[config.mk]
export PLATFORM = sky130hd
export DESIGN_NAME = seg_scan_decoder
export DESIGN_NICKNAME = d
export VERILOG_FILES = /design/src/rtl/seg_pkg.sv /design/src/rtl/seg_pattern_decode.sv /design/src/rtl/seg_scan_decoder.sv
export SDC_FILE = /design/constraint.sdc
export NUM_CORES = 1
export LEC_CHECK = 0
export ABC_AREA = 1
export BUFFER_PORTS_ARGS = -buffer_cell sky130_fd_sc_hd__buf_2
export CAP_MARGIN = 20
export CORE_ASPECT_RATIO = 1.4
export CORE_MARGIN = 2
export CORE_UTILIZATION = 60
export DETAILED_ROUTE_END_ITERATION = 12
export GPL_ROUTABILITY_DRIVEN = 1
export PLACE_DENSITY = 0.84
export RECOVER_POWER = 100
export SYNTH_ARGS = -nofsm -noshare
export SYNTH_HDL_FRONTEND = slang
export SYNTH_SLANG_ARGS = --single-unit
[constraint.sdc]
create_clock -name clk -period 3.48 [get_ports clk]
set_input_delay 0.174 -clock clk [delete_from_list [all_inputs] [get_ports clk]]
set_output_delay 0.174 -clock clk [all_outputs]
set_load 0.01 [all_outputs]
[src/rtl/seg_pkg.sv]
// seg_pkg -- shared constants for the seven-segment scan decoder.
//   * SEG_0 .. SEG_F : active-high lit-segment patterns, bit order g..a (bit6=g, bit0=a)
//   * SEG_TABLE      : the same 16 patterns indexed by hex value
//   * SEG_BLANK      : active-high pattern of a dark digit (no segment lit)
//   * NUM_DIGITS     : number of multiplexed digits on the anode bus
package seg_pkg;

  localparam int NUM_DIGITS = 4;

  localparam logic [6:0] SEG_0 = 7'b0111111;
  localparam logic [6:0] SEG_1 = 7'b0000110;
  localparam logic [6:0] SEG_2 = 7'b1011011;
  localparam logic [6:0] SEG_3 = 7'b1001111;
  localparam logic [6:0] SEG_4 = 7'b1100110;
  localparam logic [6:0] SEG_5 = 7'b1101101;
  localparam logic [6:0] SEG_6 = 7'b1111101;
  localparam logic [6:0] SEG_7 = 7'b0000111;
  localparam logic [6:0] SEG_8 = 7'b1111111;
  localparam logic [6:0] SEG_9 = 7'b1101111;
  localparam logic [6:0] SEG_A = 7'b1110111;
  localparam logic [6:0] SEG_B = 7'b1111100;
  localparam logic [6:0] SEG_C = 7'b0111001;
  localparam logic [6:0] SEG_D = 7'b1011110;
  localparam logic [6:0] SEG_E = 7'b1111001;
  localparam logic [6:0] SEG_F = 7'b1110001;

  localparam logic [6:0] SEG_BLANK = 7'b0000000;

  localparam logic [6:0] SEG_TABLE [16] = '{
    SEG_0, SEG_1, SEG_2, SEG_3, SEG_4, SEG_5, SEG_6, SEG_7,
    SEG_8, SEG_9, SEG_A, SEG_B, SEG_C, SEG_D, SEG_E, SEG_F
  };

endpackage

[src/rtl/seg_pattern_decode.sv]
// seg_pattern_decode -- combinational lookup from a sampled segment bus to a hex nibble.
// Ports:
//   segments : input  [6:0] segment lines as seen on the pins, active-low, bit0=a .. bit6=g
//   nibble   : output [3:0] hex value of the pattern (0 when not legal)
//   legal    : output       pattern is one of the 16 hex glyphs
//   blank    : output       no segment lit (dark digit); never legal
module seg_pattern_decode
  import seg_pkg::*;
(
  input  logic [6:0] segments,
  output logic [3:0] nibble,
  output logic       legal,
  output logic       blank
);

  logic [6:0] lit;

  // Pins are active-low; the table is kept in the readable active-high form.
  assign lit = ~segments;

  always_comb begin
    nibble = 4'h0;
    legal  = 1'b0;
    blank  = (lit == SEG_BLANK);
    for (int v = 0; v < 16; v++) begin
      if (lit == SEG_TABLE[v]) begin
        nibble = 4'(v);
        legal  = 1'b1;
      end
    end
  end

endmodule

[src/rtl/seg_scan_decoder.sv]
// seg_scan_decoder -- recovers the hex digits shown on a multiplexed 4-digit
// seven-segment display by watching its anode and segment lines.
// A (digit, pattern) pair has to be seen on STABLE_CNT consecutive cycles before
// it is committed, which rejects ghosting while the scanner switches digits.
// Ports:
//   clk         : input        system clock, rising edge
//   rst         : input        synchronous active-high reset, highest priority
//   an          : input  [3:0] anode enables, active-low, an[k]=0 selects digit k
//   segments    : input  [6:0] segment lines, active-low, bit0=a .. bit6=g
//   clear       : input        synchronous soft clear of flags/valid/seen (digits kept)
//   digits      : output [15:0] decoded nibbles, digit k in digits[4k+3:4k]
//   digit_valid : output [3:0] bit k set while digit k holds a legally decoded value
//   frame_valid : output       one-cycle pulse once all four digits were refreshed
//   bad_pattern : output       sticky flag for an illegal lit-segment pattern
module seg_scan_decoder
  import seg_pkg::*;
#(
  parameter int STABLE_CNT = 4
)(
  input  logic        clk,
  input  logic        rst,
  input  logic [3:0]  an,
  input  logic [6:0]  segments,
  input  logic        clear,
  output logic [15:0] digits,
  output logic [3:0]  digit_valid,
  output logic        frame_valid,
  output logic        bad_pattern
);

  localparam logic [3:0] CNT_MAX = 4'(STABLE_CNT);
  localparam logic [3:0] CNT_PRE = 4'(STABLE_CNT - 1);

  // Registered state
  logic [3:0]  cnt;
  logic [10:0] prev_pair;
  logic [3:0]  seen;

  // Next-state values
  logic [3:0]  cnt_n;
  logic [15:0] digits_n;
  logic [3:0]  valid_n;
  logic [3:0]  seen_n;
  logic        bad_n;
  logic        frame_n;

  // Sample qualification
  logic        an_ok;
  logic [1:0]  idx;
  logic        match;
  logic        commit;

  logic [3:0]  dec_nibble;
  logic        dec_legal;
  logic        dec_blank;

  seg_pattern_decode u_decode (
    .segments (segments),
    .nibble   (dec_nibble),
    .legal    (dec_legal),
    .blank    (dec_blank)
  );

  // Exactly one anode low selects a digit; anything else is a scanner gap.
  always_comb begin
    an_ok = 1'b1;
    idx   = 2'd0;
    case (an)
      4'b1110: idx = 2'd0;
      4'b1101: idx = 2'd1;
      4'b1011: idx = 2'd2;
      4'b0111: idx = 2'd3;
      default: an_ok = 1'b0;
    endcase
  end

  // The anode is part of the compared pair, so moving to another digit with
  // the same glyph still starts a fresh run.
  assign match = ({an, segments} == prev_pair);

  // Commit fires only on the step into CNT_MAX; a saturated counter stays put.
  assign commit = an_ok && match && (cnt == CNT_PRE);

  always_comb begin
    if (!an_ok) begin
      cnt_n = 4'd0;
    end else if (match) begin
      cnt_n = (cnt == CNT_MAX) ? cnt : cnt + 4'd1;
    end else begin
      cnt_n = 4'd1;
    end
  end

  always_comb begin
    digits_n = digits;
    valid_n  = digit_valid;
    seen_n   = seen;
    bad_n    = bad_pattern;
    frame_n  = 1'b0;

    if (commit) begin
      if (dec_legal) begin
        digits_n[{idx, 2'b00} +: 4] = dec_nibble;
        valid_n[idx]                = 1'b1;
        seen_n[idx]                 = 1'b1;
      end else if (dec_blank) begin
        valid_n[idx] = 1'b0;
      end else begin
        valid_n[idx] = 1'b0;
        bad_n        = 1'b1;
      end
    end

    // seen never registers as all-ones: the completing edge raises the
    // pulse and empties the mask together.
    if (seen_n == 4'hF) begin
      frame_n = 1'b1;
      seen_n  = 4'h0;
    end

    // Soft clear drops any same-cycle commit; the counter keeps running.
    if (clear) begin
      digits_n = digits;
      valid_n  = 4'h0;
      seen_n   = 4'h0;
      bad_n    = 1'b0;
      frame_n  = 1'b0;
    end
  end

  always_ff @(posedge clk) begin
    if (rst) begin
      cnt         <= 4'd0;
      prev_pair   <= 11'd0;
      seen        <= 4'h0;
      digits      <= 16'h0000;
      digit_valid <= 4'h0;
      frame_valid <= 1'b0;
      bad_pattern <= 1'b0;
    end else begin
      cnt         <= cnt_n;
      prev_pair   <= {an, segments};
      seen        <= seen_n;
      digits      <= digits_n;
      digit_valid <= valid_n;
      frame_valid <= frame_n;
      bad_pattern <= bad_n;
    end
  end

endmodule

Yosys cells after proc, flatten, opt, wreduce, memory -nomap -nowiden
Index checks and enable logic that the tools add are counted.

cells by class
  reduce and logical (&&, ||, !) cells = 11
  shifts and indexed selects = 2
  bitwise operators = 10
  $add $sub $neg = 2
  equality and inequality tests = 25
  mux-type cells = 42
  order comparisons = 2

operator list
  kind                                                                    count
  7-bit equality test, second input constant                              12
  4-bit two-way mux                                                       11
  1-bit two-way mux                                                       22
  16-bit bitwise mux                                                      1
  4-bit equality test, second input constant                              4
  4-bit by 6-bit variable shift with 16-bit output, first input constant  1
  4-bit by 6-bit indexed part select with 16-bit output                   1
  7-bit by 3-bit equality test with 1-bit output, second input constant   2
  7-bit by 6-bit equality test with 1-bit output, second input constant   2
  3-bit two-way mux                                                       4
  11-bit equality test                                                    1
  4-bit by 3-bit equality test with 1-bit output, second input constant   2
  4-bit OR                                                                2
  7-bit zero test                                                         1
  7-bit NOT                                                               1
  4-bit negation with 6-bit output                                        1
  2-bit case mux with 3 select lines                                      1
  3-bit AND reduction                                                     2
  3-bit OR reduction                                                      2
  1-bit NOT                                                               5
  4-bit by 1-bit adder with 4-bit output, second input constant           1
  4-bit bitwise AND                                                       1
  4-bit by 2-bit equality test with 1-bit output, second input constant   1
  2-bit two-way mux                                                       2
  other kinds (8)                                                         11

storage, ports and cells
  output and inout port bits = 22
  bits in registers = 41

Depth between registers and ports, before layout
Gate-level depths: netlist (run 1).

  depth in word-level cells = 22
  gate-level depth with buffers = 13
  gate-level depth less buffers = 13

Cells and area by module
A second synthesis (run 1) with hierarchy kept.

unflattened totals
  cell total of the unflattened synthesis = 368
  area, all modules = 2497.4 um^2

by module, submodules not included
  module              seq. area each (um^2)  area an instance (um^2)  cells an instance  instances
  seg_scan_decoder    820.8                  2203.4                   304                1
  seg_pattern_decode  0.0                    294.0                    64                 1

Worst setup path after synthesis (run 1)
No wires, ideal clock.

  path kind = input-to-reg
  start = in an[2]
  end = reg seen[0]
  library setup time = 132 ps
  data required time = 3348 ps
  stages on the path = 11
  path slack = 1761 ps
  arrival = 1587 ps
  cell sequence = inv_1 nor3_1 a31oi_1 ha_1 inv_1 nor2_2 nand2_2 nand2_2 nand2_2 nor2_2 nor3_1

on the way
  word-level cells in the longest chain between the ends = 11

RTL lines
  element                                                                                                                                        RTL line                 source
  start: declaration                                                                                                                             seg_scan_decoder.sv:22   input logic [3:0] an,
  4-bit by 3-bit equality test with 1-bit output or 4-bit equality test (tied branches)                                                          seg_scan_decoder.sv:68   case (an)
  2-bit case mux with 3 select lines                                                                                                             seg_scan_decoder.sv:68
  2-bit by 3-bit less-than comparator with 1-bit output (not written as such) or 2-bit by 1-bit >= comparator with 1-bit output (tied branches)  seg_scan_decoder.sv:105  seen_n[idx] = 1'b1;
  1-bit logical AND (not written as such)                                                                                                        seg_scan_decoder.sv:105
  1-bit two-way mux (not written as such)                                                                                                        seg_scan_decoder.sv:105
  1-bit demux with 2-bit select                                                                                                                  seg_scan_decoder.sv:105
  4-bit OR (no source line)                                                                                                                      -
  4-bit two-way mux                                                                                                                              seg_scan_decoder.sv:102  if (dec_legal) begin
  4-bit two-way mux (*)                                                                                                                          seg_scan_decoder.sv:101  if (commit) begin
  4-bit equality test                                                                                                                            seg_scan_decoder.sv:116  if (seen_n == 4'hF) begin
  3-bit OR reduction (no source line)                                                                                                            -
  end signal: assignment                                                                                                                         seg_scan_decoder.sv:143  seen <= seen_n;
  end: declaration                                                                                                                               seg_scan_decoder.sv:37   logic [3:0] seen;

Mark *: on every way between the ends. The rest lies on a longest branch, timed or not.
A chain may end at the register's enable or synchronous reset.

Worst setup path after layout (run 1)
  start = in an[2]
  end = reg digits[1]

on the way
  word-level cells in the longest chain between the ends = 6

RTL lines
  element                                                                                   RTL line                 source
  parallel branches: the longest is 6 deep, another holds 4-bit negation with 6-bit output  -
  end signal: assignment                                                                    seg_scan_decoder.sv:144  digits <= digits_n;
  end: declaration                                                                          seg_scan_decoder.sv:25   output logic [15:0] digits,

Several ways; the timed one is not identified.

==> qor.csv, run 1 <==
metric,value,unit
status,finished clean,
Worst Setup Path Type,primary input to register,
#FFs+latches synth,41,
Hold Path Class,primary input to register,
CORE AREA,3640,um2
clk root buf,clkbuf_8,
Slew Limit Fails,0,
layout cells sized above 1,8.09,%
Int Power,684,uW
Die ar.,4300,um2
combinational power share,10.1,%
# H-tree levels,2,
largest area contributor in the netlist,dfxtp_1,
Synth Warn #,0,
Layout area overhead,9.76,%
first-pass GRT wire length,8490,um
Longest Clk Path Bufs,2,
nets,405,
residual DRC count,0,
area share of the largest cell type after synthesis,36.2,%
post-CTS sizing,0,
endpoints failing hold,0,
crit-path cells,buf_2 -> inv_1 -> nor3_1 -> a31oi_1 -> ha_1 -> inv_1 -> nor2_1 -> nand2_2 -> nor2_1 -> clkinv_1 -> nand2_1 -> a21oi_1,
CP endpoint kind,register,
Initial DRC Count,66,
clk sinks,41,
CP arrival,2330,ps
mapped cell area,2270,um2
number of vias per cell,5.12,
Post-Syn Instances,345,
crit share post-route,63.2,%
largest net degree at the start of global routing,30,
Crit-path slowest cell,a31oi_1,
unrepaired setup endpoints after global routing,no,
I/O pin total,36,
max_slew headroom,11.3,%
final setup TNS,0,ps
die width,56.0,um
power per cell area,368,nW/um2
placed insts,417,
worst ir drop on vdd,0.280,mV
CTS buffer count,5,
DP Wirelength,3750,um
vias,2175,
Startpoint Class,primary input,
syn_area_per_cell,6.58,um2
switch share,25.3,%
register area share after synthesis,36.2,%
remaining global-route overflow,0,
max cap viols,0,
Final ANT Viol Nets,0,
post-detailed-route wirelength per cell,11.7,um
worst-margin pin slew,1330,ps
"Setup Fix Bufs, Post-CTS",0,
RePlAce Congestion,0.966,
final instance area,2490,um2
P_leak,1.14,nW
port buffer count,35,
clock power share,37.5,%
post-route minimum period,2200,ps
Final Routed Wirelength,4990,um
initial antenna violation count,0,
Net Switching,232,uW
Die Ht,76.8,um
fmax,454,MHz
Pwr Total,916,uW
setup ws final,1280,ps
total track usage,24.6,%
Final Skew,3.16,ps
Clock Latency Late Sink,300,ps
row cnt,26,
TritonCTS clock tree,yes,
Max stage delay on crit path,610,ps
Starting Density,62.3,%
clock-pin transition on the worst setup and hold timing paths,80,ps
setup violators final,0,
DR pass1 iterations,4,
hold_buf cts,0,
Syn Nets,368,
Layout Cells excl Fill,425,
pre-CTS setup slack,1330,ps
main area contributors after synthesis,"dfxtp_1 (36%), nand2_1 (16%), nor2_1 (8.4%)",
antenna cells,0,
Worst EP required,3610,ps
vias in the first global route,2049,
post-synth cell types,28,
worst-path fanout max,9,
sequential power share,52.4,%
Placed Area,2470,um2
==> kinds of logic after synthesis <==
kind of cell | count (synthesis) | synth area share, %
adder cells (fa/ha/maj) | 9 | 4.96
AND/OR/NAND/NOR | 206 | 40.7
AO/OA/AOI/OAI | 28 | 6.39
buffers and inverters | 54 | 9.10
XOR/XNOR | 7 | 2.70
flip-flops | 41 | 36.2
==> worst paths after layout <==
check / slack (ps) / end / from / cells after the start
min: 150 / prev_pair[7] / an[0] / 3
min reg2reg: 470 / digits[15] / digits[15] / 2
max reg2reg: 1290 / digits[8] / cnt[1] / 9
max: 1280 / digits[1] / an[2] / 12
==> state kept, by name (all words and copies together) (netlist names), named ones only <==
signal / cells
bad_pattern: 1
cnt: 4
digits: 16
frame_valid: 1
prev_pair: 11
seen: 4
==> power by group through the flow <==
stage | registers, mW | clock network, mW | logic (mW)
floorplan | 0.490 | 0 | 0.0670
global placement | 0.490 | 0 | 0.0918
detailed placement | 0.491 | 0 | 0.0942
CTS | 0.480 | 0.350 | 0.0948
global route | 0.481 | 0.369 | 0.106
finish | 0.480 | 0.343 | 0.0926
==> cells in the mapped netlist <==
master    count
nand3b_1      1
a31oi_1       1
nor4_1        1
nand3_1      19
a21oi_2       1
a21oi_1      21
o21ai_1       1
xnor2_1       5
and2_1        1
nand3_4       2
clkbuf_1      3
nand2_1      96
nand2_2       5
inv_1        46
buf_1         1
o21ai_0       4
nor2_4        3
nor3_1       13
ha_1          9
nor3_2        1
dfxtp_1      41
nor2_2        4
buf_4         1
or2_2         2
nand4_1       7
inv_2         3
nor2_1       51
xor2_1        2
==> critical path: cells and delay by family <==
kind / cells / cell delay [ps]
AO/OA/AOI/OAI: 2 / 670
adder cells (fa/ha/maj): 1 / 270
buffers and inverters: 4 / 530
AND/OR/NAND/NOR: 5 / 670
==> placed cells by master (no fill, tap or decap), drive strengths merged <==
cell type    n
nand3b       1
clkbuf      31
and2         1
nand3       21
clkinv       2
a21oi       22
nand4        7
buf         11
nor3        14
nand2      101
or2          2
xnor2        5
dfxtp       41
xor2         2
a31oi        1
nor4         1
nor2        58
o21ai        5
ha           9
inv         48
==> metal layers <==
metal | part of all wire (%) | track usage (%) | wire length (um) | up-vias
li1 | - | - | - | 1149
met1 | 42 | 26.9 | 2110 | 975
met2 | 52 | 45.6 | 2590 | 42
met3 | 3.8 | 4.05 | 189 | 9
met4 | 2.1 | 10.5 | 107 | 0
met5 | 0 | 0 | 0 | -
==> final cells by class <==
cell class	count	area (um2)
clock buffer	7	96.3
clock inverter	1	5.00
fill	352	1150
inverter	49	184
multi-input combinational	250	1190
sequential	41	821
tap	42	52.6
timing repair buffer	35	145
==> through the flow <==
stage          utilization (%)  hold slack (ps)
5_1_grt                   68.4              163
2_1_floorplan                -              296
4_1_cts                   70.7              142
6_report                  68.4              148
3_3_place_gp              67.9              444
3_5_place_dp              67.9              456
Power figures use the tool's default switching activity.
==> run 2, diff against run 1 <==
--- a/config.mk
+++ b/config.mk
@@ -10,10 +10,10 @@
 export CAP_MARGIN = 20
 export CORE_ASPECT_RATIO = 1.4
 export CORE_MARGIN = 2
-export CORE_UTILIZATION = 60
+export CORE_UTILIZATION = 51
 export DETAILED_ROUTE_END_ITERATION = 12
 export GPL_ROUTABILITY_DRIVEN = 1
-export PLACE_DENSITY = 0.84
+export PLACE_DENSITY = 0.76
 export RECOVER_POWER = 100
 export SYNTH_ARGS = -nofsm -noshare
 export SYNTH_HDL_FRONTEND = slang
==> constraint.sdc (replaced) <==
create_clock -name clk -period 1.8 [get_ports clk]
set_input_delay 0.09 -clock clk [delete_from_list [all_inputs] [get_ports clk]]
set_output_delay 0.09 -clock clk [all_outputs]
set_load 0.01 [all_outputs]
==> run 2 against run 1 <==
Via count up 3.5%; flip-flop and latch count unchanged; non-clock buffer count increased by 9; sequential share of layout area shrank 2.5 points; sequential power grew 93%; cell area is 8.9% higher; worst setup slack worse by 1200 ps; clock-buffer cell count fell by 1; clock power is 68% higher; wire length increased by 2.9%; largest power group unchanged; highest routed layer unchanged.
==> qor.csv, run 2 (synthesized netlist as in run 1, its figures left out) <==
metric,value,unit,change
CTS buffer count,5,,unchanged
R2R cell count,12,,was 9
remaining global-route overflow,0,,unchanged
Die Ht,82.9,um,was 76.8 um
residual DRC count,0,,unchanged
layout cells sized above 1,21.9,%,was 8.09%
top flop regs,"digits (16), prev_pair (11)",,unchanged
crit-path cells,inv_1 -> nand2_1 -> nand2_1 -> nor2_2 -> nand2_2 -> nor2_4 -> nand3_4 -> nor2_4 -> nand4_1 -> inv_2 -> nand2_1 -> a21oi_2,,was buf_2 -> inv_1 -> nor3_1 -> a31oi_1 -> ha_1 -> inv_1 -> nor2_1 -> nand2_2 -> nor2_1 -> clkinv_1 -> nand2_1 -> a21oi_1
Critical Path Sink,digits[7],,was digits[1]
CP endpoint kind,register,,unchanged
P_leak,1.28,nW,was 1.14 nW
"CP delay by family, top",simple AND/OR/NAND/NOR gates,,unchanged
nets,415,,was 405
initial antenna violation count,0,,unchanged
reg2reg start,prev_pair[1],,was cnt[1]
clk root buf,clkbuf_8,,unchanged
"Core Util, Final",64.0,%,was 68.4%
Layout area overhead,19.5,%,was 9.76%
met3 global-route usage,4.05,%,about the same
CP Launch Point,prev_pair[1],,was an[2]
clock-pin transition on the worst setup and hold timing paths,80,ps,about the same
worst ir drop on vdd,0.302,mV,was 0.280 mV
Starting Density,53.5,%,was 62.3%
Largest Register,digits,,unchanged
met2 GRT Util,37.2,%,was 45.6%
Max stage delay on crit path,330,ps,was 610 ps
Final Routed Wirelength,5140,um,was 4990 um
GR peak layer,met2,,unchanged
Slew Limit Fails,0,,unchanged
crit path buf inv count,2,,was 4
FF/Latch Area,826,um2,was 821 um2
fmax,586,MHz,
antenna cells,0,,unchanged
CP arrival,1930,ps,was 2330 ps
Worst Setup Path Type,register to register,,was primary input to register
Final ANT Viol Nets,0,,unchanged
max FFs per register,16,,unchanged
DR pass1 iterations,4,,unchanged
I/O pin total,36,,unchanged
worst-path fanout max,5,,was 9
final instance area,2710,um2,was 2490 um2
setup violators final,0,,unchanged
Crit-path slowest cell,dfxtp_2,,was a31oi_1
Worst EP required,2030,ps,was 3610 ps
CORE AREA,4240,um2,was 3640 um2
RePlAce Congestion,0.901,,was 0.966
Placed Area,2550,um2,was 2470 um2
number of vias per cell,4.97,,was 5.12
power per cell area,629,nW/um2,was 368 nW/um2
max cap viols,0,,unchanged
Hold Path Class,primary input to register,,unchanged
worst-margin pin slew,412,ps,was 1330 ps
Reg2Reg Setup Slack,90,ps,was 1290 ps
largest net degree at the start of global routing,21,,was 30
row cnt,28,,was 26
port buffer count,35,,unchanged
total track usage,21.5,%,was 24.6%
GRT met1 Usage,24.0,%,was 26.9%
critical path's most frequent cell,nand2_1,,
Layout Cells excl Fill,453,,was 425
Final Skew,12.5,ps,was 3.16 ps
placed insts,442,,was 417
crit share post-route,94.9,%,
critical path depth,12,,unchanged
most frequent cells in the layout,"nand2_1 (95), nor2_1 (48), inv_1 (45)",,"was nand2_1 (97), nor2_1 (56), inv_1 (46)"
Longest Clk Path Bufs,2,,unchanged
vias,2252,,was 2175
first-pass GRT wire length,8420,um,was 8490 um
Startpoint Class,register,,was primary input
footprint of the multi-input gates,1300,um2,was 1190 um2
fillers,399,,was 352
max_slew headroom,72.5,%,was 11.3%
post-route minimum period,1710,ps,
clk sinks,41,,unchanged
DP Wirelength,3990,um,was 3750 um
# H-tree levels,2,,unchanged
vias in the first global route,2024,,was 2049
Initial DRC Count,147,,was 66
die width,60.4,um,was 56.0 um
Die ar.,5010,um2,was 4300 um2
worst reg2reg path endpoint,digits[7],,was digits[8]
unrepaired setup endpoints after global routing,yes,,was no
endpoints failing hold,0,,unchanged
status,finished clean,,unchanged
"commonest non-fill, non-tap cell in the layout",nand2_1,,unchanged
post-detailed-route wirelength per cell,11.3,um,was 11.7 um
Clock Latency Late Sink,290,ps,was 300 ps
TritonCTS clock tree,yes,,unchanged
## run 2: cell types whose count changed in the layout (fill, tap and decap cells not counted), sizes merged
cell	before	now
nand3	21	22
buf	11	44
inv	48	49
clkbuf	31	6
## run 2: final cells by class
type	count	area share, %
clock buffer	6	2.68
clock inverter	2	0.369
inverter	49	6.78
multi-input combinational	251	48.0
sequential	41	30.4
tap	60	2.77
timing repair buffer	44	8.95
## run 2: worst min path at each step
stage                     cells past startpoint        start            end
after floorplan                               2  segments[1]   prev_pair[1]
after global placement                        3        an[2]   prev_pair[9]
after detailed placement                      3        an[3]  prev_pair[10]
after CTS                                     3        an[3]  prev_pair[10]
after global routing                          3        an[0]   prev_pair[7]
final                                         3        an[3]  prev_pair[10]
## run 2: routing by layer
layer | share of wire (%) | vias to the layer above
li1 | - | 1169
met2 | 51 | 43
met5 | 0 | -
met1 | 42 | 1021
met4 | 4.1 | 0
met3 | 2.9 | 19
## run 2: repair_timing
action / in CTS / in global routing
buffers inserted: 0 / 2
hold buffers: 0 / 0
setup endpoints to repair: 0 / 15
gates resized for setup: 0 / 17
## run 2: metrics by stage
stage / TNS (ps) / hold slack (ps) / power [mW] / worst slack (ps)
CTS: 0 / 65.1 / 1.71 / 83.4
finish: 0 / 72.3 / 1.71 / 92.6
global placement: 0 / 363 / 1.14 / 40.2
global route: -23.6 / 71.1 / 1.79 / -17.1
floorplan: 0 / 212 / 1.08 / 165
detailed placement: 0 / 374 / 1.14 / 39.1
## run 2: tightest hold or removal path: stages
cell and delay [ps]:
buf_2 120, inv_1 70, nor2_1 40
## run 2: power by group
part	switching (mW)	total (mW)	internal (mW)
clock network	0.308	0.576	0.269
registers	0.00678	0.928	0.921
logic	0.138	0.202	0.0640
==> run 3, diff against run 2 <==
--- a/config.mk
+++ b/config.mk
@@ -10,11 +10,13 @@
 export CAP_MARGIN = 20
 export CORE_ASPECT_RATIO = 1.4
 export CORE_MARGIN = 2
-export CORE_UTILIZATION = 51
+export CORE_UTILIZATION = 52
+export CTS_CLUSTER_SIZE = 10
 export DETAILED_ROUTE_END_ITERATION = 12
 export GPL_ROUTABILITY_DRIVEN = 1
 export PLACE_DENSITY = 0.76
 export RECOVER_POWER = 100
 export SYNTH_ARGS = -nofsm -noshare
 export SYNTH_HDL_FRONTEND = slang
+export SYNTH_HIERARCHICAL = 1
 export SYNTH_SLANG_ARGS = --single-unit
==> run 3 against run 2 <==
Power is 13% higher; combinational power grew 23%; worst setup slack better by 70 ps; wire length increased by 2.5%; non-clock buffer count up 25; synthesized cell count is 6.7% higher; flip-flop and latch count unchanged; clock skew shrank 5.6 ps; die area rose by 7.5%; synthesized area rose by 10%; cell area rose by 14%; critical endpoint is now seen[3].
==> qor.csv, run 3 <==
metric,value,unit,change
"Setup Fix Bufs, Post-CTS",0,,unchanged
I/O pin total,36,,unchanged
Syn Nets,391,,was 368
endpoints failing hold,0,,unchanged
CTS buffer count,5,,unchanged
CP endpoint kind,register,,unchanged
CP Launch Point,cnt[1],,was prev_pair[1]
fmax,611,MHz,was 586 MHz
clock power share,39.1,%,was 33.8%
Clock Latency Late Sink,300,ps,was 290 ps
max_slew headroom,62.0,%,was 72.5%
top flop regs,"digits (16), prev_pair (11)",,unchanged
Synth Flop Type,dfxtp_1,,unchanged
hold_sp,an[0],,was an[3]
largest net degree at the start of global routing,26,,was 21
Net Switching,497,uW,was 452 uW
vias,2374,,was 2252
combinational power share,12.9,%,was 11.8%
die width,62.6,um,was 60.4 um
worst-path fanout max,5,,unchanged
Largest Register,digits,,unchanged
residual DRC count,0,,unchanged
switch share,25.8,%,was 26.5%
register area share after synthesis,32.9,%,was 36.2%
clk sinks,41,,unchanged
Initial DRC Count,77,,was 147
placed insts,494,,was 442
most frequent cells in the layout,"nand2_1 (90), inv_1 (72), nor2_1 (53)",,"was nand2_1 (95), nor2_1 (48), inv_1 (45)"
unrepaired setup endpoints after global routing,no,,was yes
most frequent cell after synthesis,nand2_1,,unchanged
Post-Syn Instances,368,,was 345
status,finished clean,,unchanged
Final ANT Viol Nets,0,,unchanged
#FFs+latches synth,41,,unchanged
crit share post-route,91.0,%,was 94.9%
post-synth cell types,31,,was 28
"Core Util, Final",67.7,%,was 64.0%
max cap viols,0,,unchanged
row cnt,29,,was 28
Layout area overhead,23.9,%,was 19.5%
main area contributors after synthesis,"dfxtp_1 (33%), nand2_1 (14%), inv_1 (11%)",,"was dfxtp_1 (36%), nand2_1 (16%), nor2_1 (8.4%)"
power per cell area,623,nW/um2,was 629 nW/um2
ys async rst share,0,%,unchanged
area share of the largest cell type after synthesis,32.9,%,was 36.2%
port buffer count,35,,unchanged
worst ir drop on vdd,0.310,mV,was 0.302 mV
clk root buf,clkbuf_8,,unchanged
# H-tree levels,2,,unchanged
P_leak,1.55,nW,was 1.28 nW
post-route minimum period,1640,ps,was 1710 ps
Starting Density,54.6,%,was 53.5%
worst-margin pin slew,570,ps,was 412 ps
TritonCTS clock tree,yes,,unchanged
Die Ht,86,um,was 82.9 um
first-pass GRT wire length,9410,um,was 8420 um
final setup TNS,0,ps,unchanged
Synth Warn #,6,,was 0
Final Routed Wirelength,5260,um,was 5140 um
"commonest non-fill, non-tap cell in the layout",nand2_1,,unchanged
antenna cells,0,,unchanged
largest area contributor in the netlist,dfxtp_1,,unchanged
remaining global-route overflow,0,,unchanged
mapped cell area,2500,um2,was 2270 um2
RePlAce Congestion,0.885,,was 0.901
synth cell count leaders,"nand2_1 (90), inv_1 (72), nor2_1 (55)",,"was nand2_1 (96), nor2_1 (51), inv_1 (46)"
total track usage,21.6,%,was 21.5%
reg2reg start,cnt[1],,was prev_pair[1]
fillers,454,,was 399
CP arrival,1830,ps,was 1930 ps
number of vias per cell,4.73,,was 4.97
Worst EP required,1990,ps,was 2030 ps
"EDFF count, synth",0,,unchanged
DP Wirelength,4220,um,was 3990 um
vias in the first global route,2313,,was 2024
nets,462,,was 415
Hold WS,46.4,ps,was 72.3 ps
Slew Limit Fails,0,,unchanged
setup violators final,0,,unchanged
layout cells sized above 1,19.5,%,was 21.9%
Longest Clk Path Bufs,2,,unchanged
Int Power,1.43,mW,was 1.25 mW
max FFs per register,16,,unchanged
Die ar.,5380,um2,was 5010 um2
clock-pin transition on the worst setup and hold timing paths,80,ps,about the same
CORE AREA,4570,um2,was 4240 um2
Startpoint Class,register,,unchanged
Final Skew,6.90,ps,was 12.5 ps
post-detailed-route wirelength per cell,10.5,um,was 11.3 um
Layout Cells excl Fill,502,,was 453
Hold Path Class,primary input to register,,unchanged
Worst Setup Path Type,register to register,,unchanged
DR pass1 iterations,4,,unchanged
syn_area_per_cell,6.79,um2,was 6.58 um2
sequential power share,48.1,%,was 54.4%
initial antenna violation count,0,,unchanged
Pwr Total,1.93,mW,was 1.71 mW
-- run 3: worst max-delay path, cell delays in order (launching register included) --
cell,delay [ps]
dfxtp_1,380
ha_1,190
nand2_1,80
nor2_1,90
inv_1,100
nor2_8,160
nand3_1,120
nand2_1,100
nand2_1,100
nor2_4,150
nor3_1,60
-- run 3: worst paths after layout --
path                       end  slack [ps]  depth (start not counted)
setup / recovery       seen[3]         160                         10
hold / removal    prev_pair[7]          50                          3
setup reg to reg       seen[3]         160                         10
hold reg to reg       register         470                          2
-- run 3: area by class of cell --
type	instances	area [um2]	area share, %
clock buffers	5	68.8	2.22
clock inverters	3	46.3	1.50
inverters	77	294	9.50
multi-input cells	245	1370	44.3
flip-flops and latches	41	821	26.5
well taps	62	77.6	2.51
repair buffers	69	415	13.4
-- run 3: logic make-up after synthesis --
group | count (synthesis) | synth area share [%]
simple gates | 208 | 42.5
flops | 41 | 32.9
compound gates | 22 | 5.36
xor+xnor | 6 | 2.10
fa+ha+maj | 9 | 4.51
buf+inv | 82 | 12.6
-- run 3: metal layers --
layer	GRT usage, %	vias up	share of wire (%)
met5	0	-	0
met4	10.9	0	2.7
met3	3.15	12	2.5
met2	41.5	35	53
met1	22.6	1053	42
li1	-	1274	-
-- run 3: stage by stage --
stage | setup WS (ps) | cell area [um2]
4_1_cts | 106 | 3110
3_5_place_dp | -126 | 3000
2_1_floorplan | 22.7 | 2500
6_report | 163 | 3100
5_1_grt | 1.88 | 3100
3_3_place_gp | -69.0 | 3000
-- run 3: timing repair --
item	4_1_cts	5_1_grt
endpoints found under the hold margin	0	0
hold buffers	0	0
setup endpoints to repair	0	5
resized for setup	0	4
-- run 3: power by group through the flow --
stage	Combinational, mW	Clock [mW]	Sequential [mW]
after floorplan	0.139	0	0.947
after global placement	0.243	0	0.948
after detailed placement	0.246	0	0.949
after CTS	0.248	0.772	0.927
after global routing	0.278	0.808	0.929
final	0.249	0.753	0.927
